### src/rtl/timing_mgr_pkg.sv
// Shared types and constants for the sensor timing manager.
// The TOUT state exists only when TIMING_MGR_TIMEOUT_EN is defined.
package timing_mgr_pkg;

   localparam int DEF_NUM_CH  = 6;
   localparam int DEF_CNT_W   = 16;
   localparam int DEF_RATIO_W = 16;

`ifdef TIMING_MGR_TIMEOUT_EN
   typedef enum logic [1:0] {
      IDLE = 2'd0,
      ACQ  = 2'd1,
      DONE = 2'd2,
      TOUT = 2'd3
   } tm_state_e;
`else
   typedef enum logic [1:0] {
      IDLE = 2'd0,
      ACQ  = 2'd1,
      DONE = 2'd2
   } tm_state_e;
`endif

   // LSB position of channel ch inside the flattened ch_time bus.
   function automatic int ch_lsb(input int ch, input int cnt_w);
      return ch * cnt_w;
   endfunction

endpackage

### src/rtl/sensor_timing_manager_if.sv
// Signal bundle between the sensor timing manager and its environment.
// No valid/ready pairs here: trigger and sched_isr are single-cycle pulses, all other signals are levels sampled every clk.
interface sensor_timing_manager_if
   import timing_mgr_pkg::*;
#(
   parameter int NUM_CH  = DEF_NUM_CH,
   parameter int CNT_W   = DEF_CNT_W,
   parameter int RATIO_W = DEF_RATIO_W
) ();

   logic                      event_qualifier;
   logic [RATIO_W-1:0]        user_ratio;
   logic [NUM_CH-1:0]         en_bits;
   logic [NUM_CH-1:0]         done;
   logic [CNT_W-1:0]          timeout_cycles;
   logic                      status_clr;
   logic                      trigger;
   logic [NUM_CH-1:0]         en;
   logic                      sched_isr;
   logic                      all_done;
   logic                      busy;
   logic [NUM_CH*CNT_W-1:0]   ch_time;
   logic [NUM_CH-1:0]         captured;
   logic                      timeout_flag;
   logic                      overrun_flag;
   tm_state_e                 fsm_state;

   modport master (
      output event_qualifier, user_ratio, en_bits, done, timeout_cycles, status_clr,
      input  trigger, en, sched_isr, all_done, busy, ch_time, captured,
             timeout_flag, overrun_flag, fsm_state
   );

   modport slave (
      input  event_qualifier, user_ratio, en_bits, done, timeout_cycles, status_clr,
      output trigger, en, sched_isr, all_done, busy, ch_time, captured,
             timeout_flag, overrun_flag, fsm_state
   );

endinterface

### src/rtl/tm_channel_capture.sv
// One sensor channel: done rising-edge detect, captured bit and time-stamp register.
module tm_channel_capture
   import timing_mgr_pkg::*;
#(
   parameter int CNT_W = DEF_CNT_W
) (
   input  logic             clk,
   input  logic             rst,
   input  logic             done,
   input  logic             enable,
   input  logic             acq,
   input  logic             clear,
   input  logic [CNT_W-1:0] tcnt,
   output logic             captured,
   output logic [CNT_W-1:0] ch_time
);

   logic done_q;
   logic rise;

   assign rise = done & ~done_q;

   // A new window (clear) wins over an edge arriving in the same cycle.
   always_ff @(posedge clk or posedge rst) begin
      if (rst) begin
         done_q   <= 1'b0;
         captured <= 1'b0;
         ch_time  <= '0;
      end else begin
         done_q <= done;
         if (clear) begin
            captured <= 1'b0;
         end else if (acq && enable && !captured && rise) begin
            captured <= 1'b1;
            ch_time  <= tcnt;
         end
      end
   end

endmodule

### src/rtl/sensor_timing_manager.sv
// Sensor acquisition timing: carrier-ratio trigger, per-channel capture, completion interrupt.
// Define TIMING_MGR_TIMEOUT_EN to build the acquisition watchdog and TOUT state.
module sensor_timing_manager
   import timing_mgr_pkg::*;
#(
   parameter int NUM_CH  = DEF_NUM_CH,
   parameter int CNT_W   = DEF_CNT_W,
   parameter int RATIO_W = DEF_RATIO_W
) (
   input logic                    clk,
   input logic                    rst,
   sensor_timing_manager_if.slave bus
);

   tm_state_e                 state, state_nxt;
   logic [RATIO_W-1:0]        cnt;
   logic                      trigger_q;
   logic [CNT_W-1:0]          tcnt;
   logic [NUM_CH-1:0]         captured;
   logic [NUM_CH*CNT_W-1:0]   ch_time_all;
   logic                      all_cap;
   logic                      in_acq;
   logic                      isr_nxt;
   logic                      sched_isr_q;
   logic                      overrun_q;
   logic                      timeout_q;
   logic                      wd_expire;

   // Carrier divider: the compare takes priority over counting, so ratio 0 triggers every cycle.
   always_ff @(posedge clk or posedge rst) begin
      if (rst) begin
         cnt       <= '0;
         trigger_q <= 1'b0;
      end else if (cnt == bus.user_ratio) begin
         cnt       <= '0;
         trigger_q <= 1'b1;
      end else begin
         if (bus.event_qualifier) cnt <= cnt + RATIO_W'(1);
         trigger_q <= 1'b0;
      end
   end

   assign in_acq  = (state == ACQ);
   assign all_cap = &(captured | ~bus.en_bits);

`ifdef TIMING_MGR_TIMEOUT_EN
   assign wd_expire = in_acq && !all_cap && (tcnt == bus.timeout_cycles);
`else
   logic unused_timeout;
   assign unused_timeout = ^bus.timeout_cycles;
   assign wd_expire      = 1'b0;
`endif

   always_comb begin
      state_nxt = state;
      if (trigger_q) begin
         state_nxt = ACQ;
      end else begin
         case (state)
            ACQ: begin
               if (all_cap)        state_nxt = DONE;
`ifdef TIMING_MGR_TIMEOUT_EN
               else if (wd_expire) state_nxt = TOUT;
`endif
            end
            default: state_nxt = state;
         endcase
      end
      // Leaving ACQ always means entering DONE or TOUT.
      isr_nxt = in_acq && (state_nxt != ACQ);
   end

   always_ff @(posedge clk or posedge rst) begin
      if (rst) begin
         state       <= IDLE;
         sched_isr_q <= 1'b0;
         tcnt        <= '0;
         overrun_q   <= 1'b0;
         timeout_q   <= 1'b0;
      end else begin
         state       <= state_nxt;
         sched_isr_q <= isr_nxt;
         if (trigger_q)
            tcnt <= '0;
         else if (in_acq && (tcnt != {CNT_W{1'b1}}))
            tcnt <= tcnt + CNT_W'(1);
         // Sticky flags: a same-cycle set beats status_clr.
         if (trigger_q && in_acq) overrun_q <= 1'b1;
         else if (bus.status_clr) overrun_q <= 1'b0;
         if (wd_expire)           timeout_q <= 1'b1;
         else if (bus.status_clr) timeout_q <= 1'b0;
      end
   end

   for (genvar g = 0; g < NUM_CH; g++) begin : g_ch
      tm_channel_capture #(.CNT_W(CNT_W)) u_cap (
         .clk      (clk),
         .rst      (rst),
         .done     (bus.done[g]),
         .enable   (bus.en_bits[g]),
         .acq      (in_acq),
         .clear    (trigger_q),
         .tcnt     (tcnt),
         .captured (captured[g]),
         .ch_time  (ch_time_all[ch_lsb(g, CNT_W) +: CNT_W])
      );
   end

   assign bus.trigger      = trigger_q;
   assign bus.en           = bus.en_bits;
   assign bus.sched_isr    = sched_isr_q;
   assign bus.all_done     = (state == DONE);
   assign bus.busy         = in_acq;
   assign bus.ch_time      = ch_time_all;
   assign bus.captured     = captured;
   assign bus.timeout_flag = timeout_q;
   assign bus.overrun_flag = overrun_q;
   assign bus.fsm_state    = state;

endmodule

### src/flat_wrapper.sv
// flat-port wrapper written by rule: the top's interface ports become plain ports
module sensor_timing_manager_flat import timing_mgr_pkg::*;
#(
   parameter int NUM_CH  = DEF_NUM_CH,
   parameter int CNT_W   = DEF_CNT_W,
   parameter int RATIO_W = DEF_RATIO_W
)
  (clk, rst, bus_event_qualifier, bus_user_ratio, bus_en_bits, bus_done, bus_timeout_cycles, bus_status_clr, bus_trigger, bus_en, bus_sched_isr, bus_all_done, bus_busy, bus_ch_time, bus_captured, bus_timeout_flag, bus_overrun_flag, bus_fsm_state);
  sensor_timing_manager_if #(.NUM_CH(NUM_CH), .CNT_W(CNT_W), .RATIO_W(RATIO_W)) bus_i ();
  input logic clk;
  input logic rst;
  input wire logic [$bits(bus_i.event_qualifier)-1:0] bus_event_qualifier;
  input wire logic [$bits(bus_i.user_ratio)-1:0] bus_user_ratio;
  input wire logic [$bits(bus_i.en_bits)-1:0] bus_en_bits;
  input wire logic [$bits(bus_i.done)-1:0] bus_done;
  input wire logic [$bits(bus_i.timeout_cycles)-1:0] bus_timeout_cycles;
  input wire logic [$bits(bus_i.status_clr)-1:0] bus_status_clr;
  output wire logic [$bits(bus_i.trigger)-1:0] bus_trigger;
  output wire logic [$bits(bus_i.en)-1:0] bus_en;
  output wire logic [$bits(bus_i.sched_isr)-1:0] bus_sched_isr;
  output wire logic [$bits(bus_i.all_done)-1:0] bus_all_done;
  output wire logic [$bits(bus_i.busy)-1:0] bus_busy;
  output wire logic [$bits(bus_i.ch_time)-1:0] bus_ch_time;
  output wire logic [$bits(bus_i.captured)-1:0] bus_captured;
  output wire logic [$bits(bus_i.timeout_flag)-1:0] bus_timeout_flag;
  output wire logic [$bits(bus_i.overrun_flag)-1:0] bus_overrun_flag;
  output wire logic [$bits(bus_i.fsm_state)-1:0] bus_fsm_state;
  assign bus_i.event_qualifier = bus_event_qualifier;
  assign bus_i.user_ratio = bus_user_ratio;
  assign bus_i.en_bits = bus_en_bits;
  assign bus_i.done = bus_done;
  assign bus_i.timeout_cycles = bus_timeout_cycles;
  assign bus_i.status_clr = bus_status_clr;
  assign bus_trigger = bus_i.trigger;
  assign bus_en = bus_i.en;
  assign bus_sched_isr = bus_i.sched_isr;
  assign bus_all_done = bus_i.all_done;
  assign bus_busy = bus_i.busy;
  assign bus_ch_time = bus_i.ch_time;
  assign bus_captured = bus_i.captured;
  assign bus_timeout_flag = bus_i.timeout_flag;
  assign bus_overrun_flag = bus_i.overrun_flag;
  assign bus_fsm_state = bus_i.fsm_state;
  sensor_timing_manager #(.NUM_CH(NUM_CH), .CNT_W(CNT_W), .RATIO_W(RATIO_W)) u_core (.clk(clk), .rst(rst), .bus(bus_i));
endmodule
### config.mk
export PLATFORM = sky130hd
export DESIGN_NAME = sensor_timing_manager_flat
export DESIGN_NICKNAME = d
export VERILOG_FILES = /design/src/rtl/timing_mgr_pkg.sv /design/src/rtl/sensor_timing_manager_if.sv /design/src/rtl/tm_channel_capture.sv /design/src/rtl/sensor_timing_manager.sv /design/src/flat_wrapper.sv
export SDC_FILE = /design/constraint.sdc
export NUM_CORES = 1
export LEC_CHECK = 0
export ABC_AREA = 1
export CAP_MARGIN = 20
export CORE_ASPECT_RATIO = 1.4
export CORE_UTILIZATION = 25
export CTS_CLUSTER_DIAMETER = 30
export DETAILED_ROUTE_END_ITERATION = 8
export SYNTH_ARGS = -nofsm -noshare
export SYNTH_HDL_FRONTEND = slang
export SYNTH_HIERARCHICAL = 1
export SYNTH_SLANG_ARGS = --single-unit
### constraint.sdc
create_clock -name clk -period 2.29 [get_ports clk]
set_input_delay 0.458 -clock clk [delete_from_list [all_inputs] [get_ports clk]]
set_output_delay 0.458 -clock clk [all_outputs]
set_load 0.01 [all_outputs]
==> impl_results.md, run 1 <==
- Run status: complete, no violations
- Htree depth: 4
- VDD IR max: 516.5 uV
- Residual DRC: 0
- Number of synthesized flops with an enable pin: 0
- Worst hold slack: 0.4659 ns
- DR vias/cell: 4.314
- Via Count: 6096
- Final hold vios: 0
- Antenna cell count: 0
- Post-route minimum period: 2.131 ns
- Lkg Pwr: 4.912 nW
- CP bufs+invs: 2
- Initial Util: 0.2562
- PortBufs: 146
- CP endpoint kind: output port
- Top_reg_cell synth: dfrtp_1
- Critical Path RT: 1.83 ns
- Post-CTS Setup Bufs: 0
- Grt met1 use: 0.1785
- Synth top area cells: dfrtp_1 52%, nand2_1 18%, nand3_1 8.5%, inv_1 4.7%, nor2_1 3.9%
- Most common cell in the netlist: nand2_1
- Fin Setup TNS: 0 ns
- Worst skew pair latency: 0.43 ns
- Multi-input gate area: 2768 sq um
- Storage element area: 3628 sq um
- Pwr/cell area: 689.3 nW/um^2
- Commonest cells in the netlist: 334 x nand2_1, 145 x dfrtp_1, 118 x nand3_1
- Yosys top cell by area: dfrtp_1
- Synthesized Nets: 914
- Critical path startpoint category: register
- Unrepaired setup endpoints after global routing: false
- Seq cells post-synth: 145
- Wire per inst: 14.92 um
- Top delay family on crit path: buffers and inverters
- Period utilisation layout: 0.9307
- Slew at the pin closest to its max-slew limit: 0.5769 ns
- Root Driver: clkbuf_16
- # nets final: 1086
- Skew final: 0.01038 ns
- Ys async rst share: 1.000
- Layout cells sized above 1: 0.08588
- FP Rows: 71
- Crit path max fanout: 4
- CP cell instances: inv_1 > nor2_4 > clkdlybuf4s50_1
- Max_cap viols: 0
- Slowest CP cell: clkdlybuf4s50_1
- CTS clk-pin slew, worst paths: 0.06 ns
- Initial antenna violation count: 0
- CP Class: register to output port
- Final Power: 6.577 mW
- First-pass GRT wire length: 32730 um
- Global route hottest layer: met2
- Total Wirelength: 21080 um
- CTS tree: done
- Largest net degree at the start of global routing: 38
- Synthesis warning total: 6
- Bufs on Longest Clock Path: 2
- Final setup fails: 0
- GRT Total Usage: 0.1547
- Average cell area after synthesis: 8.033 sq um
- Final Non-Filler Cells: 1413
- DP Worst Slack: 0.2398 ns
- HPWL Detailed: 15020 um
- Core ar.: 27090 sq um
- Total CTS buffers: 17
- CTS Sinks: 145
- # IOs: 164
- Worst setup margin: 0.1588 ns
- Max Slew Vio Count: 0
- Die area: 28440 sq um
- Met3 Resource Use GR: 0.03187
- Global route total overflow: 0
- Placed cell count: 1382
- Worst min-delay path class: register to register
- CP peak stage delay: 0.58 ns
- Hold buffer count at cts: 0
- Filler cells: 2793
- Post-route ant nets: 0
- Vias in the first global route: 6068
- Slew margin rel.: 0.6130
- Syn Inst Count: 864
- Synth cell types: 26
- Die height: 199.1 um
- DR pass1 iterations: 5
- Gp weighted congestion: 0.8178
- Die width: 142.8 um
- Area of the mapped netlist: 6940 sq um
- Layout area overhead: 37.48%
- Achievable clock frequency: 0.4692 GHz
- Post-synthesis sequential area ratio: 0.5228
- Met2 Use GR: 0.2743
- DRT iter0 DRCs: 255
- CP arrival: 1.67 ns
- Top-area cell type share of the netlist area: 0.5228
## power by group
| part | total [mW] | leakage [nW] | internal [mW] | switching, mW |
|---|---|---|---|---|
| sequential | 2.86 | 1.94 | 2.69 | 0.162 |
| clock | 2.83 | 0.296 | 1.74 | 1.09 |
| combinational | 0.888 | 2.68 | 0.340 | 0.549 |
## cell type report
type                            instances  share of cell area
Tap cell                              365             0.04786
Timing Repair Buffer                  183              0.1849
Sequential cell                       145              0.3803
Clock buffer                           23             0.05219
Multi-Input combinational cell        602              0.2901
Clock inverter                          8             0.01049
Inverter                               87             0.03423
## through the flow
step                  util  area, sq um
CTS                 0.3520         9537
global route        0.3522         9542
finish              0.3522         9542
global placement    0.3298         8936
detailed placement  0.3298         8936
floorplan                -         6940
## worst min-delay path: stages (launching register included)
cell	delay (ns)
dfrtp_1	0.34
nand2_1	0.05
nand2_1	0.04
## routing by layer
layer,up-vias,part of all wire
met5,-,0
met4,0,0.030
met3,34,0.042
met2,156,0.51
met1,2867,0.41
li1,3039,-
## cells by family (layout without fill, tap and decap cells)
kind of cell / after synthesis / after routing / share of synthesized area
DFF: 145 / 145 / 0.5228
muxes: 1 / 1 / 0.001442
other: 1 / 1 / 0.0005403
adders and majority gates: 2 / 2 / 0.003605
buffers and inverters: 117 / 301 / 0.07950
AOI/OAI and AO/OA: 22 / 22 / 0.01947
xor gates and xnor gates: 13 / 13 / 0.01641
and+or+nand+nor: 563 / 563 / 0.3562
## placed cells by master, fill, tap and decap left out, types with 3 or more instances in the layout
cell type / instances
clkdlybuf4s50_1: 146
o22ai_1: 4
dfrtp_1: 145
nand3_1: 118
nand4_1: 16
clkbuf_8: 5
inv_1: 86
clkbuf_16: 17
nor2_1: 71
xor2_1: 12
nand3_4: 6
buf_4: 35
o21bai_1: 4
nor2_4: 7
o21ai_0: 12
nand2_1: 334
clkinv_2: 3
nor2_2: 8
## worst paths after layout
check | from | end | slack [ns] | cells after the start
worst min-delay path | u_core/g_ch[4].u_cap/ch_time[9] | u_core/g_ch[4].u_cap/ch_time[9] | 0.47 | 2
max in group asynchronous | rst | u_core/cnt[2] | 1.31 | 3
worst max-delay path | u_core/bus.fsm_state[0] | bus_busy | 0.16 | 3
worst max register to register | u_core/tcnt[0] | u_core/tcnt[13] | 0.56 | 8
worst min register to register | u_core/g_ch[4].u_cap/ch_time[9] | u_core/g_ch[4].u_cap/ch_time[9] | 0.47 | 2
min in group asynchronous | rst | u_core/g_ch[1].u_cap/captured | 0.70 | 3
## timing repair
item	CTS	global route
setup endpoints to repair	1	1
cloned	0	0
resized for setup	1	1
## flip-flops by register name (all words and copies together), names as in the netlist
register                    cells
u_core/bus.fsm_state            2
u_core/bus.overrun_flag         1
u_core/bus.sched_isr            1
u_core/bus.trigger              1
u_core/cnt                     16
u_core/g_ch.u_cap/captured      6
u_core/g_ch.u_cap/ch_time      96
u_core/g_ch.u_cap/done_q        6
u_core/tcnt                    16
Note: power is estimated with default switching activity, not from simulation.
==> inputs of run 2 (changes only) <==
--- a/config.mk
+++ b/config.mk
@@ -11,6 +11,7 @@
 export CORE_UTILIZATION = 25
 export CTS_CLUSTER_DIAMETER = 30
 export DETAILED_ROUTE_END_ITERATION = 8
+export SLEW_MARGIN = 5
 export SYNTH_ARGS = -nofsm -noshare
 export SYNTH_HDL_FRONTEND = slang
 export SYNTH_HIERARCHICAL = 1
==> results of run 2 <==
Same layout as run 1: the final DEF is identical, and so are final timing and power.
==> inputs of run 3 (changes only) <==
--- a/config.mk
+++ b/config.mk
@@ -11,6 +11,7 @@
 export CORE_UTILIZATION = 25
 export CTS_CLUSTER_DIAMETER = 30
 export DETAILED_ROUTE_END_ITERATION = 8
+export GPL_ROUTABILITY_DRIVEN = 0
 export SLEW_MARGIN = 5
 export SYNTH_ARGS = -nofsm -noshare
 export SYNTH_HDL_FRONTEND = slang
==> results of run 3 <==
Same layout as run 1: the final DEF is identical, and so are final timing and power.
